<file path="config.mk">
export PLATFORM = sky130hd
export DESIGN_NAME = rotate_cmd_queue
export DESIGN_NICKNAME = d
export VERILOG_FILES = /design/src/rtl/rotate_cmd_queue.sv
export SDC_FILE = /design/constraint.sdc
export NUM_CORES = 1
export LEC_CHECK = 0
export BUFFER_PORTS_ARGS = -buffer_cell sky130_fd_sc_hd__buf_2
export CAP_MARGIN = 5
export CORE_MARGIN = 2
export CORE_UTILIZATION = 55
export CTS_CLUSTER_DIAMETER = 100
export DETAILED_ROUTE_END_ITERATION = 7
export PLACE_DENSITY = 0.74
export SLEW_MARGIN = 15
export SYNTH_ARGS = -nofsm -noshare
export SYNTH_HDL_FRONTEND = slang
export SYNTH_SLANG_ARGS = --single-unit
</file>
<file path="constraint.sdc">
create_clock -name clk -period 2.5 [get_ports clk]
set_input_delay 0.375 -clock clk [delete_from_list [all_inputs] [get_ports clk]]
set_output_delay 0.375 -clock clk [all_outputs]
set_load 0.02 [all_outputs]
</file>
<file path="src/rtl/rotate_cmd_queue.sv">
// FWFT command queue feeding right_rotate; holds {data, rfactor} per entry.
// Ports: s_* producer handshake, m_* head/consumer, count, flush (ROTQ_FLUSH_EN).
module rotate_cmd_queue #(
  parameter int N     = 8,
  parameter int DEPTH = 4
) (
  input  logic                     clk,
  input  logic                     rst_n,
  input  logic                     s_valid,
  output logic                     s_ready,
  input  logic [N-1:0]             s_data,
  input  logic [$clog2(N)-1:0]     s_rfactor,
  output logic                     m_valid,
  input  logic                     m_ready,
  output logic [N-1:0]             m_data,
  output logic [$clog2(N)-1:0]     m_rfactor,
`ifdef ROTQ_FLUSH_EN
  input  logic                     flush,
`endif
  output logic [$clog2(DEPTH):0]   count
);

  localparam int RW = $clog2(N);
  localparam int AW = $clog2(DEPTH);
  localparam int CW = AW + 1;
  localparam int EW = N + RW;

  logic [EW-1:0] mem_q [DEPTH];
  logic [AW-1:0] wr_ptr_q, wr_ptr_d;
  logic [AW-1:0] rd_ptr_q, rd_ptr_d;
  logic [CW-1:0] count_q, count_d;
  logic          full, empty;
  logic          push, pop, clr;
  logic [EW-1:0] head;

  assign full  = (count_q == CW'(DEPTH));
  assign empty = (count_q == '0);
  assign push  = s_valid && !full;
  assign pop   = m_ready && !empty;

`ifdef ROTQ_FLUSH_EN
  assign clr = flush;
`else
  assign clr = 1'b0;
`endif

  always_comb begin
    wr_ptr_d = wr_ptr_q;
    rd_ptr_d = rd_ptr_q;
    count_d  = count_q;
    if (clr) begin
      wr_ptr_d = '0;
      rd_ptr_d = '0;
      count_d  = '0;
    end else begin
      if (push) wr_ptr_d = wr_ptr_q + AW'(1);
      if (pop)  rd_ptr_d = rd_ptr_q + AW'(1);
      unique case ({push, pop})
        2'b10:   count_d = count_q + CW'(1);
        2'b01:   count_d = count_q - CW'(1);
        default: count_d = count_q;
      endcase
    end
  end

  always_ff @(posedge clk or negedge rst_n) begin
    if (!rst_n) begin
      wr_ptr_q <= '0;
      rd_ptr_q <= '0;
      count_q  <= '0;
    end else begin
      wr_ptr_q <= wr_ptr_d;
      rd_ptr_q <= rd_ptr_d;
      count_q  <= count_d;
    end
  end

  // Storage is deliberately not reset; empty gating hides stale entries.
  always_ff @(posedge clk) begin
    if (push && !clr) mem_q[wr_ptr_q] <= {s_data, s_rfactor};
  end

  assign head      = mem_q[rd_ptr_q];
  assign s_ready   = !full;
  assign m_valid   = !empty;
  assign m_data    = empty ? '0 : head[EW-1:RW];
  assign m_rfactor = empty ? '0 : head[RW-1:0];
  assign count     = count_q;

endmodule

</file>
==> metrics.yaml <==
synthesis:
  syn_nets: 127
  synth_sequential_area_ratio: 0.720
  synth_top_family_by_area: "multiplexers"
  synthCells: 106
  biggest_area_contributors_in_the_synthesized_netlist: "edfxtp_1 (64%), mux4_2 (12%), dfrtp_1 (8.4%)"
  synthAdderAreaFrac: 0.0397
  compound_cell_area_share_of_the_yosys_netlist: 0
  synth_simple_gate_area_frac: 0.0650
  yosys_warnings: 0
  synth_xor_area_frac: 0.0253
  synth.lib_cells_used.distinct: 20
  synthMuxAreaShare: 0.131
  post_synth.cell_area_avg_um2: 19.6
  top_cell_type_s_share_of_synthesized_area: 0.636
  synthesis.area_um2: 2080
  synth_top_cell_by_area: "edfxtp_1"
  ys_ff_latch: 51
power:
  leak_nw: 0.920
  part_of_the_total_power_dissipated_in_combinational_logic: 0.396
  power.share.clock: 0.179
  power_switching_share: 0.338
  sequentialPowerShare: 0.425
  power.net_switching_mw: 1.01
  power.density_nw_per_um2: 1240
  worst_ir_drop_vdd_uv: 615
  internal_power_mw: 1.98
floorplan:
  row_count: 22
  num_io_pins: 31
  die-height_um: 65.5
  start_util: 0.572
  die_area_um2: 4290
  floorplan.core_area_um2: 3630
  die_x_um: 65.5
placed_design:
  numPortBuffers: 30
  dp.final_hpwl_um: 2270
  gp_routability_congestion: 0.711
clocking:
  clock_buffers_created_by_tritoncts: 5
  root_buffer: "clkbuf_8"
  h_tree_depth: 2
  cts_hold_repair.buffers: 1
  tritoncts: "yes"
  cts.clk_slew.worst_paths_ps: 80
  clock_insertion_delay_worst_skew_ps: 300
  max-clock-path-buffers: 2
  cts.sinks: 51
  post-cts-setup-buffers: 0
  cts_repair_resize_count: 0
hold_path:
  min-delay-path-class: "in -> reg"
  timing.hold.worst.start: "s_rfactor[1]"
  whs_path_depth: 1
  worstHoldEndpoint: "mem_q[2][1]"
route:
  remaining_drc_errors: 0
  ant_nets: 0
  routedWlPerCell_um: 17.7
  drt-vias-per-instance: 5.42
  routed_wl_um: 3410
  detailedRoute.firstIterationViolations: 56
  detailroute.via_count: 1047
  drtPass1Iterations: 4
critical_path:
  timing_worst_setup_path_type: "reg -> reg"
  reg2reg_to: "count[2]"
  worst_ep_arrival_time_ps: 2460
  timing.critical_path.from: "count[0]"
  reg2reg_slack_ps: 260
  cp-start-kind: "flop"
  cp-end-kind: "flop"
  r2r_cells: 9
  cp.required_ps: 2720
  r2r_start: "count[0]"
  crit_path_max_fanout: 6
timing:
  setup_viol_count_final: 0
  clock_skew_ps: 6.28
  timing.final.hold_violations: 0
  fin_crit_sh: 0.897
  max_freq_ghz: 0.446
  tightest_slew_ps: 631
  setup_total_negative_slack_ps: 0
  slew_headroom: 0.579
  min_period_ps: 2240
  rsz0062_at_grt: "no"
  report.final.slew_viol_count: 0
global_routing:
  grt_util_all_layers: 0.182
  antenna_found_initial: 0
  gr-total-overflow: 0
  grt_pass1_vias: 1089
  wire_length_of_the_first_global_routing_pass_um: 5420
  pin_count_of_the_biggest_net_entering_global_routing: 16
cells_and_area:
  drive_gt1_frac: 0.372
  fill_cells: 256
  antenna-diode-count: 0
  finish.utilization: 0.664
  layout.nets: 165
  area_growth_syn_to_layout_pct: 16.1
status:
  outcome: "finished clean"
job:
  drv.max_cap_violation_count: 0
-- final cells by class --
class / instances / area (um2) / share of cell area
multi-input combinational: 46 / 543 / 0.225
sequential: 51 / 1500 / 0.620
inverter: 6 / 22.5 / 0.00934
timing repair buffer: 34 / 183 / 0.0757
tap: 48 / 60.1 / 0.0249
clock inverter: 3 / 38.8 / 0.0161
clock buffer: 5 / 68.8 / 0.0285
-- kinds of logic after synthesis --
group / count (synthesis)
xor gates and xnor gates: 6
adders and majority gates: 6
buffers and inverters: 9
DFF: 51
muxes: 13
and+or+nand+nor: 21
-- critical path: stages, from the launching register on --
cell and delay [ps]:
dfrtp_1 440, or3b_4 450, and2_4 190, inv_1 50, ha_1 170, inv_1 60, fa_1 380, xor2_1 150
nor2_1 110, xor2_1 170
-- per-layer routing --
metal,routed length [um],share of wire,vias to the layer above,global-route usage
met5,0,0,-,0
met3,160,0.047,7,0.0531
met1,1440,0.42,540,0.225
li1,-,-,473,-
met4,61,0.018,0,0.0781
met2,1750,0.51,27,0.302
-- how the worst max path moves through the flow --
stage	slack, ps	cells past startpoint	to
detailed placement	280	9	count[2]
finish	260	9	count[2]
floorplan	270	9	count[2]
global placement	390	9	count[2]
global route	150	9	count[2]
CTS	260	9	count[2]
-- sequential cells by signal, indices dropped and copies added, names as in the netlist --
signal and count:
count 3, mem_q 44, rd_ptr_q 2, wr_ptr_q 2
-- power by group through the flow --
stage	clock network (mW)	registers [mW]	logic (mW)
2_1_floorplan	0	1.27	0.851
3_3_place_gp	0	1.27	1.18
3_5_place_dp	0	1.29	1.20
4_1_cts	0.555	1.27	1.21
5_1_grt	0.585	1.29	1.30
6_report	0.537	1.27	1.19
-- placed cells by master (no fill, tap or decap), types with 3 or more instances in the layout --
cell,n
mux4_2,11
xnor2_1,3
buf_2,30
buf_4,3
ha_1,5
inv_1,6
and3_1,4
xor2_1,3
and2_1,12
dfrtp_1,7
clkbuf_8,5
edfxtp_1,44
-- Yosys cell counts --
master,count
edfxtp_1,44
and2_1,12
mux4_2,11
dfrtp_1,7
inv_1,6
ha_1,5
and3_1,4
xnor2_1,3
xor2_1,3
and2_4,1
buf_2,1
buf_4,1
clkbuf_1,1
fa_1,1
mux2_4,1
mux2i_1,1
nand3_1,1
nor2_1,1
or3_1,1
or3b_4,1
-- per-stage QoR --
stage,instances,area [um2],setup WS [ps],hold slack (ps),total power [mW]
2_1_floorplan,106,2080,273,79.4,2.12
3_3_place_gp,184,2290,387,218,2.44
3_5_place_dp,184,2290,279,224,2.49
4_1_cts,193,2410,260,271,3.04
5_1_grt,193,2410,150,274,3.18
6_report,193,2410,256,282,2.99
Power figures use the tool's default switching activity.
